$ cat config.mk
export PLATFORM = sky130hd
export DESIGN_NAME = alu_sequencer
export DESIGN_NICKNAME = d
export VERILOG_FILES = /design/src/rtl/alu_sequencer.sv
export SDC_FILE = /design/constraint.sdc
export NUM_CORES = 1
export LEC_CHECK = 0
export ABC_AREA = 0
export CORE_MARGIN = 4
export CORE_UTILIZATION = 26
export DETAILED_ROUTE_END_ITERATION = 8
export DONT_BUFFER_PORTS = 1
export PLACE_DENSITY = 0.38
export SLEW_MARGIN = 40
export SYNTH_ARGS = -nofsm -noshare
export SYNTH_HDL_FRONTEND = slang
export SYNTH_SLANG_ARGS = --single-unit
$ cat constraint.sdc
create_clock -name iCLK -period 4.8 [get_ports iCLK]
set_input_delay 0.24 -clock iCLK [delete_from_list [all_inputs] [get_ports iCLK]]
set_output_delay 0.24 -clock iCLK [all_outputs]
set_load 0.02 [all_outputs]
$ cat src/rtl/alu_sequencer.sv
// alu_sequencer: command-level controller for the ALU datapath.
// Walks one ALU instruction over a run of output blocks, issuing
// read-buffer fill, a single-cycle ALU execute and write-back per block,
// with multiple passes per block for pool and dot-product ops.
module alu_sequencer #(
  parameter int unsigned DOT_STEPS = 4,
  parameter int unsigned IDX_W     = 16
) (
  input  logic             iCLK,
  input  logic             iRST_N,
  input  logic             cmd_valid,
  output logic             cmd_ready,
  input  logic [2:0]       cmd_op,
  input  logic             cmd_rev_mask,
  input  logic [IDX_W-1:0] cmd_count,
  output logic             rd_req,
  output logic [IDX_W-1:0] rd_idx,
  input  logic             rd_valid,
  output logic             alu_execute,
  output logic [2:0]       alu_op,
  output logic             alu_rev_mask,
  output logic [1:0]       alu_sub_block,
  output logic [3:0]       alu_sub_index,
  input  logic             alu_done,
  output logic             wb_req,
  output logic [IDX_W-1:0] wb_idx,
  input  logic             wb_ack,
  output logic             busy,
  output logic             done,
  output logic             err
);

  typedef enum logic [2:0] {
    S_IDLE,
    S_FETCH,
    S_EXEC,
    S_WAIT,
    S_WRITE,
    S_FIN
  } state_e;

  localparam logic [2:0] OP_FPOOL = 3'b001;
  localparam logic [2:0] OP_BPOOL = 3'b010;
  localparam logic [2:0] OP_DOT   = 3'b101;
  localparam logic [3:0] POOL_LAST = 4'd3;
  localparam logic [3:0] DOT_LAST  = 4'(DOT_STEPS - 1);

  state_e state_q, state_d;

  logic [2:0]       op_q, op_d;
  logic             rev_q, rev_d;
  logic [IDX_W-1:0] count_q, count_d;
  logic [3:0]       pass_q, pass_d;
  logic [IDX_W-1:0] rd_idx_q, rd_idx_d;
  logic [IDX_W-1:0] wb_idx_q, wb_idx_d;
  logic             err_q, err_d;
  logic [1:0]       sub_block_q, sub_block_d;
  logic [3:0]       sub_index_q, sub_index_d;

  logic             cmd_illegal;
  logic [3:0]       pass_last;
  logic             last_pass;
  logic             last_block;

  // Decode of the incoming opcode and of the latched command's pass count
  always_comb begin
    cmd_illegal = cmd_op[2] & cmd_op[1];
    pass_last   = '0;
    if ((op_q == OP_FPOOL) || (op_q == OP_BPOOL)) begin
      pass_last = POOL_LAST;
    end else if (op_q == OP_DOT) begin
      pass_last = DOT_LAST;
    end
    last_pass  = (pass_q == pass_last);
    last_block = (wb_idx_q == (count_q - IDX_W'(1)));
  end

  // State register
  always_ff @(posedge iCLK or negedge iRST_N) begin
    if (!iRST_N) begin
      state_q <= S_IDLE;
    end else begin
      state_q <= state_d;
    end
  end

  // Next-state logic; each handshake input is only looked at in its own state
  always_comb begin
    state_d = state_q;
    unique case (state_q)
      S_IDLE: begin
        if (cmd_valid) begin
          if (cmd_illegal || (cmd_count == '0)) begin
            state_d = S_FIN;
          end else begin
            state_d = S_FETCH;
          end
        end
      end
      S_FETCH: if (rd_valid) state_d = S_EXEC;
      S_EXEC:  state_d = S_WAIT;
      S_WAIT: begin
        if (alu_done) state_d = last_pass ? S_WRITE : S_FETCH;
      end
      S_WRITE: begin
        if (wb_ack) state_d = last_block ? S_FIN : S_FETCH;
      end
      S_FIN:   state_d = S_IDLE;
      default: state_d = S_IDLE;
    endcase
  end

  // Next values of the command latch, pass counter and block indices
  always_comb begin
    op_d     = op_q;
    rev_d    = rev_q;
    count_d  = count_q;
    pass_d   = pass_q;
    rd_idx_d = rd_idx_q;
    wb_idx_d = wb_idx_q;
    err_d    = err_q;
    unique case (state_q)
      S_IDLE: begin
        if (cmd_valid) begin
          op_d     = cmd_op;
          rev_d    = cmd_rev_mask;
          count_d  = cmd_count;
          err_d    = cmd_illegal;
          pass_d   = '0;
          rd_idx_d = '0;
          wb_idx_d = '0;
        end
      end
      S_WAIT: begin
        if (alu_done && !last_pass) begin
          pass_d   = pass_q + 4'd1;
          rd_idx_d = rd_idx_q + IDX_W'(1);
        end
      end
      S_WRITE: begin
        if (wb_ack && !last_block) begin
          pass_d   = '0;
          wb_idx_d = wb_idx_q + IDX_W'(1);
          rd_idx_d = rd_idx_q + IDX_W'(1);
        end
      end
      default: ;
    endcase
    // Pass number is steered to whichever field the op uses; the other stays 0
    sub_block_d = ((op_d == OP_FPOOL) || (op_d == OP_BPOOL)) ? pass_d[1:0] : '0;
    sub_index_d = (op_d == OP_DOT) ? pass_d : '0;
  end

  // Datapath registers
  always_ff @(posedge iCLK or negedge iRST_N) begin
    if (!iRST_N) begin
      op_q        <= '0;
      rev_q       <= 1'b0;
      count_q     <= '0;
      pass_q      <= '0;
      rd_idx_q    <= '0;
      wb_idx_q    <= '0;
      err_q       <= 1'b0;
      sub_block_q <= '0;
      sub_index_q <= '0;
    end else begin
      op_q        <= op_d;
      rev_q       <= rev_d;
      count_q     <= count_d;
      pass_q      <= pass_d;
      rd_idx_q    <= rd_idx_d;
      wb_idx_q    <= wb_idx_d;
      err_q       <= err_d;
      sub_block_q <= sub_block_d;
      sub_index_q <= sub_index_d;
    end
  end

  // Outputs decoded from the current state and the registered datapath
  always_comb begin
    cmd_ready     = (state_q == S_IDLE);
    busy          = (state_q != S_IDLE);
    rd_req        = (state_q == S_FETCH);
    alu_execute   = (state_q == S_EXEC);
    wb_req        = (state_q == S_WRITE);
    done          = (state_q == S_FIN);
    err           = err_q;
    rd_idx        = rd_idx_q;
    wb_idx        = wb_idx_q;
    alu_op        = op_q;
    alu_rev_mask  = rev_q;
    alu_sub_block = sub_block_q;
    alu_sub_index = sub_index_q;
  end

endmodule

==> flow_metrics.py, run 1 <==
metrics = {
    "outcome": {
        "outcome": "finished clean",
    },
    "place": {
        "dp_cells": 620,
        "hpwl_um": 8600,
        "gp_congestion": 0.761,
        "pre_cts_slack_ps": 1090,
        "port_buffers": 0,
    },
    "worst_setup_path": {
        "critPathLaunchType": "flip-flop",
        "crit_type": "flip-flop to flip-flop",
        "cp_data_arrival_time_ps": 3930,
        "cp.required_ps": 5030,
        "end_kind": "flip-flop",
        "crit_fanout": 29,
    },
    "global_routing": {
        "grt_pass1_wl_um": 19600,
        "grt_overflow": 0,
        "grt_pass1_vias": 3485,
        "grt_max_degree": 67,
        "antenna_found_initial": 0,
        "grt_usage_pct": 15.1,
    },
    "sta": {
        "tightest_slew_ps": 707,
        "setup_violations": 0,
        "tns_ps": 0,
        "min_period_ps": 3710,
        "worst_clock_skew_ps": 11.1,
        "relSlewSlack_pct": 52.6,
        "fmax_mhz": 270,
        "whs_ps": 15.3,
        "setup_ws_ps": 1090,
        "period_share_pct": 77.2,
        "final-hold-violation-count": 0,
        "rsz0062_at_grt": "no",
        "report.final.slew_viol_count": 0,
    },
    "cts": {
        "cts_resized": 0,
        "clk_pin_slew_ps": 50,
        "numCtsBuffers": 9,
        "clock_sinks": 66,
        "cts_tree": "done",
        "cts_root_buffer": "clkbuf_16",
        "clock_tree.buffer_depth": 2,
        "clk_latency_ps": 340,
        "cts-htree-levels": 3,
    },
    "final_layout": {
        "num_antenna_cells": 0,
        "layout.nets": 486,
        "area_delta_synth_final_pct": 14.1,
        "fin_util_pct": 30.5,
        "drive_gt1_share_pct": 7.84,
        "stdcell_count": 643,
    },
    "detailed_routing": {
        "dr.pass1.iters": 4,
        "drc": 0,
        "ant_nets": 0,
        "vias_per_cell": 5.41,
        "wl_um": 12300,
        "drtIter0Drc": 218,
        "vias": 3480,
        "post_drt_wl_per_cell_um": 19.1,
    },
    "die": {
        "initial_core_util_pct": 26.7,
        "die_h_um": 131,
        "core_area_um2": 14600,
        "fp.dieW_um": 131,
        "num_io_pins": 75,
        "rows": 44,
        "dieArea_um2": 17100,
    },
    "flow_run": {
        "maxCapViolCount": 0,
    },
    "power_and_ir_drop": {
        "p_per_area_nw_per_um2": 524,
        "ir_worst_vdd_mv": 0.180,
        "leakagePower_nw": 1.82,
    },
    "synthesis": {
        "avgSynthCellArea_um2": 8.60,
        "synthDistinctLibCells": 62,
        "synth-edff-count": 0,
        "synthCells": 455,
        "yosysWarnings": 0,
        "ys_seq_area_share_pct": 42.2,
        "synth.ff_latch_count": 66,
        "syn_area_um2": 3910,
        "synth_nets": 485,
        "synthArstFlopShare_pct": 100,
        "synth_ff_type": "dfrtp_1",
    },
    "min_path": {
        "min_path_type": "input port to flip-flop",
    },
}
worst max-delay path, cell delays in order (launching register included):
cell	delay (ps)
dfrtp_1	410
inv_1	90
ha_1	340
or3b_2	500
nor4_1	460
mux2_2	400
a22oi_1	180
a211o_2	240
nor3_2	50
buf_4	240
or4_1	540
mux2i_1	130
cell type report:
type	instances	area (µm²)
clock inverters	4	45.0
clock buffers	10	229
repair buffers	13	138
multi-input cells	351	2120
well taps	184	230
fillers	1583	10200
flip-flops and latches	66	1650
inverters	15	56.3
Yosys cell counts (4+ instances only):
cell / number / area, µm²
a21oi_1: 36 / 180
nand2_1: 82 / 308
nand3_1: 19 / 95.1
or4_1: 21 / 158
xor2_1: 10 / 87.6
dfrtp_1: 66 / 1650
clkbuf_1: 15 / 56.3
inv_1: 15 / 56.3
nand4_1: 16 / 100
and3_1: 4 / 25.0
nor2_1: 25 / 93.8
nor3_1: 5 / 25.0
o21a_1: 5 / 37.5
xnor2_1: 4 / 35.0
or3_1: 10 / 62.6
nor4_1: 9 / 56.3
a211oi_1: 4 / 30.0
o31ai_1: 18 / 135
mux2i_1: 4 / 40.0
o21ai_0: 21 / 105
ha_1: 4 / 50.1
nand2b_1: 6 / 37.5
per-stage QoR:
stage                     instance area, µm²  power [mW]
final                                   4470        2.34
after global routing                    4470        2.53
after CTS                               4470        2.39
after detailed placement                4090        1.70
after global placement                  4080        1.69
after floorplan                         3910        1.49
report_power, final:
| part | switching [mW] | leakage [nW] | internal, mW |
|---|---|---|---|
| clock network | 0.245 | 0.138 | 0.393 |
| logic | 0.475 | 0.800 | 0.308 |
| registers | 0.245 | 0.882 | 0.676 |
worst paths after layout:
kind / slack (ps) / from / depth (start not counted) / to
hold reg to reg: 500 / count_q[15] / 2 / count_q[15]
min in group asynchronous: 460 / iRST_N / 2 / wb_idx[8]
max in group asynchronous: 4060 / iRST_N / 2 / rd_idx[12]
setup / recovery: 1090 / count_q[0] / 11 / rd_idx[13]
setup reg to reg: 1090 / count_q[0] / 11 / rd_idx[13]
hold / removal: 20 / cmd_count[2] / 2 / count_q[2]
per-layer routing:
layer	track usage, %	vias to the layer above	wire [µm]
met5	0	-	0
met1	18.9	1720	5370
met4	4.78	0	163
met2	24.9	73	6070
met3	4.63	9	673
li1	-	1678	-
flip-flops by register name, indices dropped and copies added, names as in the netlist, 2 cells and up:
signal         count
count_q           16
alu_sub_block      2
alu_op             3
alu_sub_index      4
state_q            3
rd_idx            16
pass_q             4
wb_idx            16
cell usage in the layout, fill, tap and decap left out, types with 3 or more instances in the layout:
master and count:
a211oi_1 4, a21oi_1 36, and3_1 4, buf_4 4, clkbuf_16 9, clkinv_2 3
dfrtp_1 66, dlygate4sd3_1 8, ha_1 4, inv_1 15, mux2i_1 4, nand2_1 82
nand2b_1 6, nand3_1 19, nand3b_1 3, nand4_1 16, nor2_1 24, nor2b_1 3
nor3_1 4, nor4_1 9, o21a_1 5, o21ai_0 21, o31ai_1 18, or3_1 10
or4_1 21, xnor2_1 4, xor2_1 10
logic make-up after synthesis:
family	after synthesis	share of synthesized area, %
compound gates	106	17.3
xor+xnor	15	3.71
fa+ha+maj	4	1.28
buf+inv	38	4.03
flops	66	42.2
mux	8	2.37
simple gates	218	29.2
repair_timing:
item / in CTS / in global routing
endpoints found under the setup margin: 0 / 0
hold endpoints to repair: 73 / 0
hold buffers: 9 / 0
buffers inserted: 0 / 0
No activity file was read; power rests on OpenSTA's default activity.
==> run 2: changes to the inputs <==
- PLACE_DENSITY: 0.38 -> 0.4
- clock period: 4.8 -> 3.27 ns (I/O delays scaled with it)
==> flow_metrics.py, run 2 (synthesis gave the netlist of run 1 again) <==
metrics = {
    "sta": {
        "fmax_mhz": 306,
        "rsz0062_at_grt": "yes",
        "tightest_slew_ps": 697,
        "min_period_ps": 3270,
        "report.final.slew_viol_count": 0,
        "setup_ws_ps": -1.98,
        "final-hold-violation-count": 0,
        "period_share_pct": 100,
        "setup_violations": 1,
        "relSlewSlack_pct": 53.4,
        "worst_clock_skew_ps": 9.60,
    },
    "final_layout": {
        "final_cell_mix": "82 x nand2_1, 66 x dfrtp_1, 33 x a21oi_1",
        "area_delta_synth_final_pct": 31.9,
        "multi_input_area_um2": 2290,
        "layout.nets": 533,
        "final-seq-area_um2": 1650,
        "num_antenna_cells": 0,
        "final_common_cell": "nand2_1",
        "drive_gt1_share_pct": 17.7,
        "nFillCells": 1487,
    },
    "power_and_ir_drop": {
        "combPwrFrac_pct": 40.7,
        "p_total_mw": 3.80,
        "ir_worst_vdd_mv": 0.385,
        "power_frac_seq_pct": 33.2,
        "switching_share_pct": 40.6,
        "p_per_area_nw_per_um2": 736,
        "power.switching_mw": 1.54,
        "leakagePower_nw": 2.11,
        "power.clock.fraction_pct": 26.0,
        "power.internal_mw": 2.26,
    },
    "global_routing": {
        "grt_usage_pct": 15.3,
        "grt_max_degree": 67,
        "antenna_found_initial": 0,
        "grt_pass1_wl_um": 20200,
        "grt_overflow": 0,
        "grt_pass1_vias": 3619,
    },
    "place": {
        "port_buffers": 0,
        "pre_cts_slack_ps": -45.3,
        "gp_congestion": 0.795,
        "hpwl_um": 8790,
    },
    "worst_setup_path": {
        "cp.required_ps": 3500,
        "crit_fanout": 7,
        "cp_data_arrival_time_ps": 3500,
        "cpPeakStageDelay_ps": 550,
        "end_kind": "flip-flop",
        "crit_type": "flip-flop to flip-flop",
        "critPathLaunchType": "flip-flop",
        "crit_chain": "or4_4 -> or4_4 -> or4b_4 -> a22oi_2 -> nand4_4 -> nor3_4 -> buf_12 -> buf_12 -> nor2_4 -> mux2_4",
        "critPathSlowestCell": "or4_4",
    },
    "detailed_routing": {
        "ant_nets": 0,
        "vias_per_cell": 5.32,
        "wl_um": 12900,
        "dr.pass1.iters": 4,
        "drtIter0Drc": 202,
        "vias": 3683,
        "post_drt_wl_per_cell_um": 18.7,
        "drc": 0,
    },
    "outcome": {
        "violations": "setup timing",
        "outcome": "finished with violations",
    },
    "cts": {
        "cts-htree-levels": 3,
        "numCtsBuffers": 9,
        "clock_tree.buffer_depth": 2,
        "clk_latency_ps": 340,
        "cts_root_buffer": "clkbuf_16",
        "cts_tree": "done",
        "clock_sinks": 66,
        "clk_pin_slew_ps": 60,
    },
    "die": {
        "core_area_um2": 14600,
        "num_io_pins": 75,
        "die_h_um": 131,
        "fp.dieW_um": 131,
        "dieArea_um2": 17100,
        "initial_core_util_pct": 26.7,
        "rows": 44,
    },
    "flow_run": {
        "maxCapViolCount": 0,
    },
    "min_path": {
        "min_path_type": "input port to flip-flop",
    },
}
-- run 2: cell type report --
| cell class | instances | share of cell area [%] |
|---|---|---|
| Sequential cell | 66 | 32.0 |
| Multi-Input combinational cell | 351 | 44.4 |
| Clock inverter | 4 | 0.994 |
| Tap cell | 184 | 4.46 |
| Inverter | 15 | 1.09 |
| Timing Repair Buffer | 60 | 12.3 |
| Clock buffer | 12 | 4.77 |
-- run 2: what timing repair did --
item	CTS	global route
pin swaps	3	22
endpoints found under the setup margin	3	34
gates cloned	2	2
gates resized for setup	2	40
hold endpoints to repair	87	0
hold buffers	23	0
setup buffers	1	5
-- run 2: power by group through the flow --
| stage | combinational, mW | sequential (mW) | clock [mW] |
|---|---|---|---|
| global placement | 1.39 | 1.27 | 0 |
| global route | 1.72 | 1.30 | 1.05 |
| detailed placement | 1.40 | 1.27 | 0 |
| floorplan | 0.952 | 1.23 | 0 |
| CTS | 1.48 | 1.26 | 1.02 |
| finish | 1.55 | 1.26 | 0.989 |
-- run 2: through the flow --
step	util (%)	cell area (µm²)	instances	setup TNS (ps)	hold WS [ps]
after CTS	33.6	4920	685	0	26.5
final	35.3	5160	692	-1.98	36.1
after detailed placement	29.2	4270	643	-89.4	-130
after global routing	35.3	5160	692	-1690	50.0
after global placement	29.2	4270	643	-88.2	-129
after floorplan	-	3920	455	0	-132
-- run 2: path summary, 6_finish.rpt --
kind / start / to / slack (ps) / cells past startpoint
worst min register to register: count_q[15] / count_q[15] / 510 / 2
min in group asynchronous: iRST_N / wb_idx[1] / 350 / 2
worst max-delay path: count_q[0] / rd_idx[0] / -2 / 10
max in group asynchronous: iRST_N / wb_idx[11] / 2580 / 2
worst max register to register: count_q[0] / rd_idx[0] / -2 / 10
worst min-delay path: alu_done / state_q[1] / 40 / 3
-- run 2: routing by layer --
layer,GRT usage (%),wire length [µm]
met5,0,0
met4,3.33,134
met3,6.50,933
met2,24.7,6180
met1,19.3,5680
-- run 2: worst max-delay path, delay by kind of cell, from the launching register on --
| kind | cells | cell delay, ps |
|---|---|---|
| AND/OR/NAND/NOR | 6 | 2000 |
| flip-flops | 1 | 400 |
| AO/OA/AOI/OAI | 1 | 200 |
| buffers and inverters | 2 | 270 |
| multiplexers | 1 | 290 |
